<file path="config.mk">
export PLATFORM = sky130hd
export DESIGN_NAME = alu_md_control_flat
export DESIGN_NICKNAME = d
export VERILOG_FILES = /design/src/rtl/alu_md_pkg.sv /design/src/rtl/alu_md_if.sv /design/src/rtl/md_iter_core.sv /design/src/rtl/alu_md_control.sv /design/src/flat_wrapper.sv
export SDC_FILE = /design/constraint.sdc
export NUM_CORES = 1
export LEC_CHECK = 0
export CAP_MARGIN = 20
export CORE_UTILIZATION = 53
export DETAILED_ROUTE_END_ITERATION = 12
export PLACE_DENSITY = 0.86
export SYNTH_ARGS = -nofsm -noshare
export SYNTH_HDL_FRONTEND = slang
export SYNTH_SLANG_ARGS = --single-unit
</file>
<file path="constraint.sdc">
create_clock -name clk -period 5 [get_ports clk]
set_input_delay 1.25 -clock clk [delete_from_list [all_inputs] [get_ports clk]]
set_output_delay 1.25 -clock clk [all_outputs]
set_load 0.02 [all_outputs]
</file>
<file path="src/rtl/alu_md_pkg.sv">
// rtl/alu_md_pkg.sv - shared constants and state type for the EX-stage ALU/mul-div control
package alu_md_pkg;

    localparam logic [5:0] F_SLL   = 6'b000000;
    localparam logic [5:0] F_SRL   = 6'b000010;
    localparam logic [5:0] F_SRA   = 6'b000011;
    localparam logic [5:0] F_JR    = 6'b001000;
    localparam logic [5:0] F_MFHI  = 6'b010000;
    localparam logic [5:0] F_MTHI  = 6'b010001;
    localparam logic [5:0] F_MFLO  = 6'b010010;
    localparam logic [5:0] F_MTLO  = 6'b010011;
    localparam logic [5:0] F_MULT  = 6'b011000;
    localparam logic [5:0] F_MULTU = 6'b011001;
    localparam logic [5:0] F_DIV   = 6'b011010;
    localparam logic [5:0] F_DIVU  = 6'b011011;
    localparam logic [5:0] F_ADD   = 6'b100000;
    localparam logic [5:0] F_SUB   = 6'b100010;
    localparam logic [5:0] F_AND   = 6'b100100;
    localparam logic [5:0] F_OR    = 6'b100101;
    localparam logic [5:0] F_XOR   = 6'b100110;
    localparam logic [5:0] F_NOR   = 6'b100111;
    localparam logic [5:0] F_SLT   = 6'b101010;
    localparam logic [5:0] F_SLTU  = 6'b101011;

    localparam logic [1:0] OP_ADD   = 2'b00;
    localparam logic [1:0] OP_SUB   = 2'b01;
    localparam logic [1:0] OP_RTYPE = 2'b10;

    localparam logic [3:0] C_AND  = 4'b0000;
    localparam logic [3:0] C_OR   = 4'b0001;
    localparam logic [3:0] C_ADD  = 4'b0010;
    localparam logic [3:0] C_XOR  = 4'b0011;
    localparam logic [3:0] C_SLL  = 4'b0100;
    localparam logic [3:0] C_SRL  = 4'b0101;
    localparam logic [3:0] C_SUB  = 4'b0110;
    localparam logic [3:0] C_SLT  = 4'b0111;
    localparam logic [3:0] C_SLTU = 4'b1000;
    localparam logic [3:0] C_SRA  = 4'b1001;
    localparam logic [3:0] C_NOR  = 4'b1100;

    localparam logic [1:0] SEL_ALU = 2'b00;
    localparam logic [1:0] SEL_HI  = 2'b01;
    localparam logic [1:0] SEL_LO  = 2'b10;

    typedef enum logic [1:0] {S_IDLE, S_MUL, S_DIV, S_DONE} md_state_e;

endpackage

</file>
<file path="src/rtl/alu_md_if.sv">
// rtl/alu_md_if.sv - EX-stage instruction/result bundle between pipeline and ALU/mul-div control
interface alu_md_if #(
    parameter int WIDTH  = 32,
    parameter int FUNC_W = 6,
    parameter int CTRL_W = 4
);
    logic              valid_in;
    logic [FUNC_W-1:0] func;
    logic [1:0]        alu_op;
    logic [WIDTH-1:0]  rs_val;
    logic [WIDTH-1:0]  rt_val;
    logic [CTRL_W-1:0] alu_control;
    logic [1:0]        sel_hilo;
    logic              stall;
    logic              md_busy;
    logic [WIDTH-1:0]  hi;
    logic [WIDTH-1:0]  lo;
    logic              err_illegal_func_code;
    logic              err_illegal_alu_op;
    logic              err_div_zero;

    modport master (
        output valid_in, func, alu_op, rs_val, rt_val,
        input  alu_control, sel_hilo, stall, md_busy, hi, lo,
               err_illegal_func_code, err_illegal_alu_op, err_div_zero
    );

    modport slave (
        input  valid_in, func, alu_op, rs_val, rt_val,
        output alu_control, sel_hilo, stall, md_busy, hi, lo,
               err_illegal_func_code, err_illegal_alu_op, err_div_zero
    );
endinterface

</file>
<file path="src/rtl/md_iter_core.sv">
// rtl/md_iter_core.sv - radix-2 shift-add multiply / restoring divide on operand magnitudes
module md_iter_core #(
    parameter int WIDTH = 32
) (
    input  logic             clk,
    input  logic             rst_n,
    input  logic             start,
    input  logic             is_div,
    input  logic             is_signed,
    input  logic [WIDTH-1:0] a,
    input  logic [WIDTH-1:0] b,
    output logic             done,
    output logic [WIDTH-1:0] hi_res,
    output logic [WIDTH-1:0] lo_res
);
    localparam int CW = $clog2(WIDTH);

    // hi_q/lo_q: accumulator/multiplier for multiply, remainder/quotient for divide
    logic [WIDTH-1:0] hi_q, hi_d, lo_q, lo_d, m_q, m_d;
    logic [CW-1:0]    cnt_q, cnt_d;
    logic             run_q, run_d, div_q, div_d, neg_q, neg_d, negr_q, negr_d, dz_q, dz_d;

    logic             a_neg, b_neg;
    logic [WIDTH-1:0] a_mag, b_mag;
    logic [WIDTH:0]   sum, shifted, diff;
    logic [2*WIDTH-1:0] prod;

    assign a_neg = is_signed & a[WIDTH-1];
    assign b_neg = is_signed & b[WIDTH-1];
    assign a_mag = a_neg ? -a : a;
    assign b_mag = b_neg ? -b : b;

    assign sum     = {1'b0, hi_q} + (lo_q[0] ? {1'b0, m_q} : '0);
    assign shifted = {hi_q, lo_q[WIDTH-1]};
    assign diff    = shifted - {1'b0, m_q};

    always_comb begin
        hi_d = hi_q; lo_d = lo_q; m_d = m_q; cnt_d = cnt_q; run_d = run_q;
        div_d = div_q; neg_d = neg_q; negr_d = negr_q; dz_d = dz_q;
        if (start) begin
            div_d  = is_div;
            neg_d  = a_neg ^ b_neg;
            negr_d = a_neg;
            dz_d   = is_div & (b == '0);
            run_d  = !(is_div & (b == '0));
            cnt_d  = CW'(WIDTH - 1);
            m_d    = is_div ? b_mag : a_mag;
            hi_d   = (is_div & (b == '0)) ? a_mag : '0;
            lo_d   = !is_div ? b_mag : ((b == '0) ? '1 : a_mag);
        end else if (run_q) begin
            if (!div_q) begin
                {hi_d, lo_d} = {sum, lo_q[WIDTH-1:1]};
            end else if (!diff[WIDTH]) begin
                hi_d = diff[WIDTH-1:0];
                lo_d = {lo_q[WIDTH-2:0], 1'b1};
            end else begin
                hi_d = shifted[WIDTH-1:0];
                lo_d = {lo_q[WIDTH-2:0], 1'b0};
            end
            if (cnt_q == '0) run_d = 1'b0;
            else             cnt_d = cnt_q - 1'b1;
        end
    end

    always_ff @(posedge clk or negedge rst_n) begin
        if (!rst_n) begin
            hi_q <= '0; lo_q <= '0; m_q <= '0; cnt_q <= '0; run_q <= 1'b0;
            div_q <= 1'b0; neg_q <= 1'b0; negr_q <= 1'b0; dz_q <= 1'b0;
        end else begin
            hi_q <= hi_d; lo_q <= lo_d; m_q <= m_d; cnt_q <= cnt_d; run_q <= run_d;
            div_q <= div_d; neg_q <= neg_d; negr_q <= negr_d; dz_q <= dz_d;
        end
    end

    assign done = run_q & (cnt_q == '0);
    assign prod = neg_q ? -{hi_q, lo_q} : {hi_q, lo_q};

    // remainder follows the dividend's sign, which also reproduces rs for divide by zero
    assign hi_res = div_q ? (negr_q ? -hi_q : hi_q) : prod[2*WIDTH-1:WIDTH];
    assign lo_res = dz_q ? '1 : (div_q ? (neg_q ? -lo_q : lo_q) : prod[WIDTH-1:0]);
endmodule

</file>
<file path="src/rtl/alu_md_control.sv">
// rtl/alu_md_control.sv - EX-stage ALU control decode, mul/div sequencer FSM, HI/LO and hazard stall
module alu_md_control
    import alu_md_pkg::*;
#(
    parameter int WIDTH  = 32,
    parameter int FUNC_W = 6,
    parameter int CTRL_W = 4
) (
    input  logic   clk,
    input  logic   rst_n,
    alu_md_if.slave bus
);
    md_state_e         state_q, state_d;
    logic [WIDTH-1:0]  hi_q, hi_d, lo_q, lo_d;
    logic              dz_q, dz_d;
    logic [FUNC_W-1:0] func;
    logic [3:0]        ctrl;
    logic [1:0]        sel;
    logic              ill_func, ill_op, md_class, busy, accept;
    logic              core_start, core_done, is_div, is_signed;
    logic [WIDTH-1:0]  core_hi, core_lo;

    assign func = bus.func;

    always_comb begin
        ctrl = C_AND; sel = SEL_ALU; ill_func = 1'b0; ill_op = 1'b0; md_class = 1'b0;
        case (bus.alu_op)
            OP_ADD: ctrl = C_ADD;
            OP_SUB: ctrl = C_SUB;
            OP_RTYPE: begin
                case (func)
                    F_ADD:  ctrl = C_ADD;
                    F_SUB:  ctrl = C_SUB;
                    F_AND:  ctrl = C_AND;
                    F_OR:   ctrl = C_OR;
                    F_XOR:  ctrl = C_XOR;
                    F_NOR:  ctrl = C_NOR;
                    F_SLT:  ctrl = C_SLT;
                    F_SLTU: ctrl = C_SLTU;
                    F_SLL:  ctrl = C_SLL;
                    F_SRL:  ctrl = C_SRL;
                    F_SRA:  ctrl = C_SRA;
                    F_JR:   ctrl = C_AND;
                    F_MFHI: begin sel = SEL_HI; md_class = 1'b1; end
                    F_MFLO: begin sel = SEL_LO; md_class = 1'b1; end
                    F_MTHI, F_MTLO, F_MULT, F_MULTU, F_DIV, F_DIVU: md_class = 1'b1;
                    default: ill_func = 1'b1;
                endcase
            end
            default: ill_op = 1'b1;
        endcase
    end

    assign busy      = (state_q != S_IDLE);
    assign accept    = bus.valid_in & md_class & !busy;
    assign is_div    = (func == F_DIV) || (func == F_DIVU);
    assign is_signed = (func == F_MULT) || (func == F_DIV);

    always_comb begin
        state_d = state_q; hi_d = hi_q; lo_d = lo_q; dz_d = dz_q; core_start = 1'b0;
        case (state_q)
            S_IDLE: if (accept) begin
                case (func)
                    F_MTHI: hi_d = bus.rs_val;
                    F_MTLO: lo_d = bus.rs_val;
                    F_MULT, F_MULTU: begin core_start = 1'b1; dz_d = 1'b0; state_d = S_MUL; end
                    F_DIV, F_DIVU: begin
                        core_start = 1'b1;
                        dz_d       = (bus.rt_val == '0);
                        state_d    = (bus.rt_val == '0) ? S_DONE : S_DIV;
                    end
                    default: ;
                endcase
            end
            S_MUL, S_DIV: if (core_done) state_d = S_DONE;
            default: begin
                hi_d = core_hi; lo_d = core_lo; dz_d = 1'b0; state_d = S_IDLE;
            end
        endcase
    end

    always_ff @(posedge clk or negedge rst_n) begin
        if (!rst_n) begin
            state_q <= S_IDLE; hi_q <= '0; lo_q <= '0; dz_q <= 1'b0;
        end else begin
            state_q <= state_d; hi_q <= hi_d; lo_q <= lo_d; dz_q <= dz_d;
        end
    end

    md_iter_core #(.WIDTH(WIDTH)) u_core (
        .clk(clk), .rst_n(rst_n), .start(core_start), .is_div(is_div), .is_signed(is_signed),
        .a(bus.rs_val), .b(bus.rt_val), .done(core_done), .hi_res(core_hi), .lo_res(core_lo)
    );

    assign bus.alu_control           = CTRL_W'(ctrl);
    assign bus.sel_hilo              = sel;
    assign bus.stall                 = bus.valid_in & md_class & busy;
    assign bus.md_busy               = busy;
    assign bus.hi                    = hi_q;
    assign bus.lo                    = lo_q;
    assign bus.err_illegal_func_code = ill_func;
    assign bus.err_illegal_alu_op    = ill_op;
    assign bus.err_div_zero          = (state_q == S_DONE) & dz_q;
endmodule

</file>
<file path="src/flat_wrapper.sv">
// flat-port wrapper written by rule: the top's interface ports become plain ports
module alu_md_control_flat import alu_md_pkg::*;
#(
    parameter int WIDTH  = 32,
    parameter int FUNC_W = 6,
    parameter int CTRL_W = 4
)
  (clk, rst_n, bus_valid_in, bus_func, bus_alu_op, bus_rs_val, bus_rt_val, bus_alu_control, bus_sel_hilo, bus_stall, bus_md_busy, bus_hi, bus_lo, bus_err_illegal_func_code, bus_err_illegal_alu_op, bus_err_div_zero);
  alu_md_if #(.WIDTH(WIDTH), .FUNC_W(FUNC_W), .CTRL_W(CTRL_W)) bus_i ();
  input  logic clk;
  input  logic rst_n;
  input wire logic [$bits(bus_i.valid_in)-1:0] bus_valid_in;
  input wire logic [$bits(bus_i.func)-1:0] bus_func;
  input wire logic [$bits(bus_i.alu_op)-1:0] bus_alu_op;
  input wire logic [$bits(bus_i.rs_val)-1:0] bus_rs_val;
  input wire logic [$bits(bus_i.rt_val)-1:0] bus_rt_val;
  output wire logic [$bits(bus_i.alu_control)-1:0] bus_alu_control;
  output wire logic [$bits(bus_i.sel_hilo)-1:0] bus_sel_hilo;
  output wire logic [$bits(bus_i.stall)-1:0] bus_stall;
  output wire logic [$bits(bus_i.md_busy)-1:0] bus_md_busy;
  output wire logic [$bits(bus_i.hi)-1:0] bus_hi;
  output wire logic [$bits(bus_i.lo)-1:0] bus_lo;
  output wire logic [$bits(bus_i.err_illegal_func_code)-1:0] bus_err_illegal_func_code;
  output wire logic [$bits(bus_i.err_illegal_alu_op)-1:0] bus_err_illegal_alu_op;
  output wire logic [$bits(bus_i.err_div_zero)-1:0] bus_err_div_zero;
  assign bus_i.valid_in = bus_valid_in;
  assign bus_i.func = bus_func;
  assign bus_i.alu_op = bus_alu_op;
  assign bus_i.rs_val = bus_rs_val;
  assign bus_i.rt_val = bus_rt_val;
  assign bus_alu_control = bus_i.alu_control;
  assign bus_sel_hilo = bus_i.sel_hilo;
  assign bus_stall = bus_i.stall;
  assign bus_md_busy = bus_i.md_busy;
  assign bus_hi = bus_i.hi;
  assign bus_lo = bus_i.lo;
  assign bus_err_illegal_func_code = bus_i.err_illegal_func_code;
  assign bus_err_illegal_alu_op = bus_i.err_illegal_alu_op;
  assign bus_err_div_zero = bus_i.err_div_zero;
  alu_md_control #(.WIDTH(WIDTH), .FUNC_W(FUNC_W), .CTRL_W(CTRL_W)) u_core (.clk(clk), .rst_n(rst_n), .bus(bus_i));
endmodule
</file>
==> impl_metrics.env, run 1 <==
export IMPL_r2r_start="u_core.u_core.lo_q[31]"
export IMPL_crit_slowest_cell="clkdlybuf4s50_1"
export IMPL_grt_max_degree=84
export IMPL_timing_rr_end="u_core.u_core.hi_q[9]"
export IMPL_track_usage_pct=37.7
export IMPL_fin_nets=2201
export IMPL_synth_net_count=2110
export IMPL_vias=16500
export IMPL_insertion_delay_ns=0.45
export IMPL_ctsHoldBuffers=0
export IMPL_cpPeakStageDelay_ns=0.69
export IMPL_row_count=61
export IMPL_holdCritStartpoint="u_core.bus.hi[4]"
export IMPL_clock_sinks=173
export IMPL_antenna_found_initial=1
export IMPL_hold_viol=0
export IMPL_async_flop_share_pct=100
export IMPL_synth_area_um2=15300
export IMPL_drt_iter0_drc=2237
export IMPL_yosysUniqueCellTypes=76
export IMPL_ant_nets=0
export IMPL_layout_min_cycle_time_ns=4.80
export IMPL_crit_start="bus_func[2]"
export IMPL_h_tree_depth=4
export IMPL_cts_clk_slew_worst_paths_ns=0.07
export IMPL_p_leak_nw=7.15
export IMPL_io_pins=150
export IMPL_power_mw=11.3
export IMPL_synth_seq_cells=173
export IMPL_hold_ws_ns=0.482
export IMPL_overflow=0
export IMPL_crit_path_max_fanout=10
export IMPL_holdPathEnd="u_core.bus.hi[4]"
export IMPL_critPathRequiredTime_ns=3.75
export IMPL_drt_wirelength_per_cell_um=22.6
export IMPL_yosys_most_used_dff="dfrtp_1"
export IMPL_ir_drop_mv=0.560
export IMPL_coreArea_um2=28100
export IMPL_dpl_hpwl_um=41600
export IMPL_p_clk_share_pct=12.2
export IMPL_clockBufferDepth=2
export IMPL_tightest_slew_ns=1.05
export IMPL_vias_per_cell=6.77
export IMPL_ys_seq_area_share_pct=28.3
export IMPL_fin_util_pct=63.4
export IMPL_drt_pass1_iterations=6
export IMPL_max_freq_mhz=208
export IMPL_finalCritPeriodShare_pct=96.1
export IMPL_critical_path_arrival_ns=3.55
export IMPL_die_w_um=172
export IMPL_antenna_cells=0
export IMPL_synth_edf_count=0
export IMPL_crit_family="buffers and inverters"
export IMPL_start_util_pct=54.5
export IMPL_place_congestion=1.01
export IMPL_switching_share_pct=49.8
export IMPL_critical_path_buf_inv_count=2
export IMPL_slew_headroom_pct=29.9
export IMPL_hold_path_class="register to register"
export IMPL_cts_tree="yes"
export IMPL_start_kind="input port"
export IMPL_switchingPower_mw=5.62
export IMPL_cts_resized=0
export IMPL_tns_ns=0
export IMPL_internal_power_mw=5.67
export IMPL_drc=0
export IMPL_report_final_slew_viol_count=0
export IMPL_finalSetupViolations=0
export IMPL_min_path_cells=2
export IMPL_path_class="input port to primary output"
export IMPL_drive_gt1_share_pct=6.10
export IMPL_numCtsBuffers=17
export IMPL_grt_pass1_vias=15500
export IMPL_post_cts_buffers=0
export IMPL_reg2reg_depth=14
export IMPL_r2r_slack_ns=0.74
export IMPL_wl_um=55200
export IMPL_clock_skew_ns=0.0142
export IMPL_n_fill_cell=2464
export IMPL_yosysWarnings=0
export IMPL_power_frac_comb_pct=63.1
export IMPL_rsz0062_at_grt="no"
export IMPL_port_buffer_count=149
export IMPL_die_h_um=172
export IMPL_clk_root_buffer_cell="clkbuf_16"
export IMPL_cap_violations=0
export IMPL_avgSynthCellArea_um2=7.81
export IMPL_synthCells=1960
export IMPL_cp_cell_sequence="clkdlybuf4s50_1 > nor2_1 > nand2_1 > a31oi_1 > a31oi_1 > nor2_1 > a2111oi_0 > clkdlybuf4s50_1"
export IMPL_syn_to_final_growth_pct=16.3
export IMPL_design_die_area_um2=29600
export IMPL_grt_pass1_wl_um=85600
export IMPL_status="finished, final reports clean"
export IMPL_p_per_area_nw_per_um2=634
export IMPL_p_seq_share_pct=24.7
export IMPL_end_kind="primary output"
[flip-flops by register name (all words and copies together), names as in the netlist]
signal / cells
u_core.u_core.div_q: 1
u_core.u_core.m_q: 32
u_core.u_core.dz_q: 1
u_core.u_core.lo_q: 32
u_core.dz_q: 1
u_core.state_q: 2
u_core.bus.lo: 32
u_core.u_core.hi_q: 32
u_core.u_core.cnt_q: 5
u_core.u_core.negr_q: 1
u_core.bus.hi: 32
u_core.u_core.run_q: 1
u_core.u_core.neg_q: 1
[synthesized netlist by cell type (6+ instances only)]
cell / n / share of area (%)
nand4_1: 8 / 0.33
a31oi_1: 23 / 0.94
nand3_1: 44 / 1.4
mux2_2: 8 / 0.59
mux2i_1: 60 / 3.9
o31ai_1: 28 / 1.4
o21ai_0: 223 / 7.3
a22oi_1: 18 / 0.88
ha_1: 73 / 6.0
nor4_1: 16 / 0.65
xnor2_1: 118 / 6.8
a21o_1: 22 / 1.1
a221oi_1: 7 / 0.40
o41ai_1: 14 / 0.80
clkbuf_1: 106 / 2.6
nor3_1: 37 / 1.2
or2_2: 6 / 0.25
buf_1: 13 / 0.32
o22ai_1: 36 / 1.5
nand2b_1: 22 / 0.90
buf_2: 8 / 0.26
inv_1: 64 / 1.6
a21oi_1: 115 / 3.8
nor2_1: 139 / 3.4
o21ai_1: 6 / 0.20
a211oi_1: 8 / 0.39
or4_1: 6 / 0.29
nand3b_1: 8 / 0.39
o221ai_1: 44 / 2.5
a221o_1: 15 / 0.98
o21bai_1: 10 / 0.49
a211o_1: 8 / 0.46
xor2_1: 61 / 3.5
o211ai_1: 22 / 1.1
or3_1: 20 / 0.82
nand2_1: 262 / 6.4
nor2b_1: 11 / 0.45
dfrtp_1: 173 / 28
and2_1: 13 / 0.53
[final cells by class]
cell class | count | area [µm²] | area share, %
inverter | 65 | 244 | 1.37
timing repair buffer | 202 | 1930 | 10.8
clock buffer | 18 | 439 | 2.47
sequential | 173 | 4330 | 24.3
multi-input combinational | 1592 | 10200 | 57.5
tap | 378 | 473 | 2.66
clock inverter | 14 | 146 | 0.822
[how the worst max path moves through the flow]
stage / cells past startpoint / slack (ns) / end
after global routing: 8 / 0.04 / bus_err_illegal_func_code
after CTS: 8 / 0.18 / bus_err_illegal_func_code
after global placement: 8 / 0.12 / bus_err_illegal_func_code
after floorplan: 6 / 0.66 / bus_err_illegal_func_code
after detailed placement: 8 / 0.22 / bus_err_illegal_func_code
final: 8 / 0.20 / bus_err_illegal_func_code
[cell families (layout without fill, tap and decap cells)]
group	count (synthesis)	in the layout	share of synthesized area [%]
muxes	68	68	4.51
xor gates and xnor gates	179	179	10.2
AOI/OAI and AO/OA	647	647	26.9
and+or+nand+nor	623	623	18.9
DFF	173	173	28.3
buffers and inverters	195	299	4.95
adders and majority gates	75	75	6.23
[cells in the final DEF, fill, tap and decap left out, types with 6 or more instances in the layout]
| cell | instances |
|---|---|
| a211o_1 | 8 |
| a211oi_1 | 8 |
| a21o_1 | 20 |
| a21oi_1 | 115 |
| a221o_1 | 15 |
| a221oi_1 | 7 |
| a22oi_1 | 18 |
| a31oi_1 | 23 |
| and2_1 | 13 |
| buf_4 | 50 |
| clkbuf_16 | 17 |
| clkdlybuf4s50_1 | 148 |
| dfrtp_1 | 171 |
| ha_1 | 73 |
| inv_1 | 64 |
| mux2_2 | 8 |
| mux2i_1 | 60 |
| nand2_1 | 262 |
| nand2b_1 | 22 |
| nand3_1 | 43 |
| nand3b_1 | 8 |
| nand4_1 | 8 |
| nor2_1 | 138 |
| nor2b_1 | 11 |
| nor3_1 | 37 |
| nor4_1 | 16 |
| o211ai_1 | 22 |
| o21ai_0 | 223 |
| o21ai_1 | 6 |
| o21bai_1 | 10 |
| o221ai_1 | 44 |
| o22ai_1 | 36 |
| o31ai_1 | 28 |
| o41ai_1 | 14 |
| or2_2 | 6 |
| or3_1 | 20 |
| or4_1 | 6 |
| xnor2_1 | 118 |
| xor2_1 | 61 |
[tightest hold or removal path, stage by stage (launching register included)]
cell and delay [ns]:
dfrtp_1 0.35, nand2_1 0.04, o21ai_0 0.06
[through the flow]
step	worst slack (ns)	std cells	instance area (µm²)
floorplan	0.656	1960	15300
global placement	0.124	2410	17200
detailed placement	0.220	2410	17200
CTS	0.182	2442	17800
global route	0.0381	2442	17800
finish	0.197	2442	17800
[power by group through the flow]
| stage | sequential (mW) | clock [mW] | combinational [mW] |
|---|---|---|---|
| after global placement | 2.74 | 0 | 6.79 |
| after detailed placement | 2.77 | 0 | 6.97 |
| final | 2.79 | 1.37 | 7.13 |
| after CTS | 2.75 | 1.36 | 7.01 |
| after floorplan | 2.79 | 0 | 4.69 |
| after global routing | 2.84 | 1.42 | 7.78 |
[layer usage]
| layer | GRT usage (%) | share of wire [%] | wire, µm | up-vias |
|---|---|---|---|---|
| li1 | - | - | - | 7319 |
| met5 | 0 | 0.024 | 13 | - |
| met2 | 61.2 | 45 | 25100 | 1122 |
| met4 | 19.8 | 5.9 | 3280 | 2 |
| met1 | 47.5 | 39 | 21500 | 7840 |
| met3 | 7.19 | 9.6 | 5280 | 251 |
Power figures use the tool's default switching activity.
==> run 2, diff against run 1 <==
SETUP_SLACK_MARGIN = 0.3   (was default)
==> impl_metrics.env, run 2 (synthesis gave the netlist of run 1 again) <==
export IMPL_status="finished, final reports clean"
export IMPL_cpPeakStageDelay_ns=0.60
export IMPL_seqCellArea_um2=4330
export IMPL_placedCellCount=2410
export IMPL_drc=0
export IMPL_place_congestion=1.01
export IMPL_tightest_slew_ns=1.06
export IMPL_drive_gt1_share_pct=6.15
export IMPL_syn_to_final_growth_pct=16.4
export IMPL_ctsHoldBuffers=0
export IMPL_crit_path_max_fanout=7
export IMPL_grt_pass1_wl_um=85600
export IMPL_io_pins=150
export IMPL_clock_sinks=173
export IMPL_layout_min_cycle_time_ns=4.60
export IMPL_hold_viol=0
export IMPL_critPathRequiredTime_ns=3.75
export IMPL_coreArea_um2=28100
export IMPL_wl_um=55100
export IMPL_grt_max_degree=84
export IMPL_vias_per_cell=6.74
export IMPL_crit_family="buffers and inverters"
export IMPL_report_final_slew_viol_count=0
export IMPL_crit_start="bus_func[5]"
export IMPL_hold_path_class="register to register"
export IMPL_ir_drop_mv=0.563
export IMPL_clock_skew_ns=0.0140
export IMPL_finalCritPeriodShare_pct=92.0
export IMPL_crit_slowest_cell="clkdlybuf4s50_1"
export IMPL_clk_root_buffer_cell="clkbuf_16"
export IMPL_h_tree_depth=4
export IMPL_instances_no_fill=2442
export IMPL_design_die_area_um2=29600
export IMPL_max_freq_mhz=217
export IMPL_ant_nets=0
export IMPL_p_leak_nw=7.17
export IMPL_overflow=0
export IMPL_start_kind="input port"
export IMPL_clockBufferDepth=2
export IMPL_end_kind="primary output"
export IMPL_path_class="input port to primary output"
export IMPL_track_usage_pct=37.7
export IMPL_drt_pass1_iterations=6
export IMPL_drt_iter0_drc=2166
export IMPL_n_fill_cell=2464
export IMPL_cp_cell_sequence="clkdlybuf4s50_1 > nand2_1 > a21o_1 > a31oi_1 > a31oi_1 > nor3_2 > and4_1 > clkdlybuf4s50_1"
export IMPL_vias=16500
export IMPL_cts_clk_slew_worst_paths_ns=0.08
export IMPL_antenna_cells=0
export IMPL_p_per_area_nw_per_um2=634
export IMPL_r2r_start="u_core.u_core.lo_q[31]"
export IMPL_drt_wirelength_per_cell_um=22.6
export IMPL_cap_violations=0
export IMPL_insertion_delay_ns=0.45
export IMPL_row_count=61
export IMPL_start_util_pct=54.5
export IMPL_critical_path_arrival_ns=3.35
export IMPL_critical_path_buf_inv_count=2
export IMPL_holdCritStartpoint="u_core.bus.hi[24]"
export IMPL_grt_pass1_vias=15500
export IMPL_tns_ns=0
export IMPL_multi_input_area_um2=10200
export IMPL_port_buffer_count=149
export IMPL_rsz0062_at_grt="yes"
export IMPL_fin_area_um2=17800
export IMPL_cts_tree="yes"
export IMPL_post_cts_buffers=0
export IMPL_dpl_hpwl_um=41600
export IMPL_die_w_um=172
export IMPL_antenna_found_initial=1
export IMPL_dpl_cell_area_um2=17200
export IMPL_die_h_um=172
export IMPL_hold_ws_ns=0.482
export IMPL_finalSetupViolations=0
export IMPL_final_common_cell="nand2_1"
export IMPL_fin_nets=2201
export IMPL_layout_common_cells="nand2_1, o21ai_0, dfrtp_1"
export IMPL_numCtsBuffers=17
export IMPL_slew_headroom_pct=29.2
-- run 2: cell types whose count changed in the layout (fill, tap and decap cells not counted) --
cell	delta
dlygate4sd2_1	+2
clkdlybuf4s50_1	-4
nor3_2	+1
nor3_1	-1
dlymetal6s2s_1	+2
-- run 2: metrics by stage --
step / power [mW] / setup slack, ns / util, %
6_report: 11.3 / 0.401 / 63.4
5_1_grt: 12.0 / 0.258 / 63.4
4_1_cts: 11.1 / 0.335 / 63.4
3_5_place_dp: 9.74 / 0.220 / 61.3
3_3_place_gp: 9.53 / 0.124 / 61.3
2_1_floorplan: 7.47 / 0.656 / -
-- run 2: report_power, final --
group          switching (mW)  internal [mW]
Sequential              0.783           2.01
Combinational            4.15           2.98
Clock                   0.689          0.682
-- run 2: worst paths after layout --
kind / end / slack (ns) / depth (start not counted)
worst max register to register: u_core.u_core.hi_q[9] / 0.70 / 14
worst min-delay path: u_core.bus.hi[24] / 0.48 / 2
worst max-delay path: bus_alu_control[3] / 0.40 / 8
worst min register to register: u_core.bus.hi[24] / 0.48 / 2
min in group asynchronous: u_core.bus.lo[2] / 0.85 / 1
max in group asynchronous: u_core.u_core.div_q / 3.07 / 2
-- run 2: metal layers --
| metal | up-vias | wire length, µm | global-route usage, % | part of all wire, % |
|---|---|---|---|---|
| li1 | 7310 | - | - | - |
| met2 | 1123 | 25000 | 61.2 | 45 |
| met4 | 2 | 3230 | 19.8 | 5.9 |
| met3 | 249 | 5510 | 7.19 | 10 |
| met1 | 7779 | 21400 | 47.5 | 39 |
| met5 | - | 13 | 0 | 0.024 |
-- run 2: repair_timing --
item                                    CTS  global route
cloned                                    0             0
endpoints found under the setup margin    2             3
resized for setup                         2             3
pin swaps                                 0             0
-- run 2: worst min-delay path, delay by kind of cell, from the launching register on --
family | cells | cell delay (ns)
AO/OA/AOI/OAI | 1 | 0.05
AND/OR/NAND/NOR | 1 | 0.05
flip-flops | 1 | 0.34
-- run 2: final cells by class --
class | count | share of cell area (%)
sequential | 173 | 24.3
clock buffer | 18 | 2.47
clock inverter | 14 | 0.822
timing repair buffer | 202 | 10.8
tap | 378 | 2.66
multi-input combinational | 1592 | 57.5
inverter | 65 | 1.37
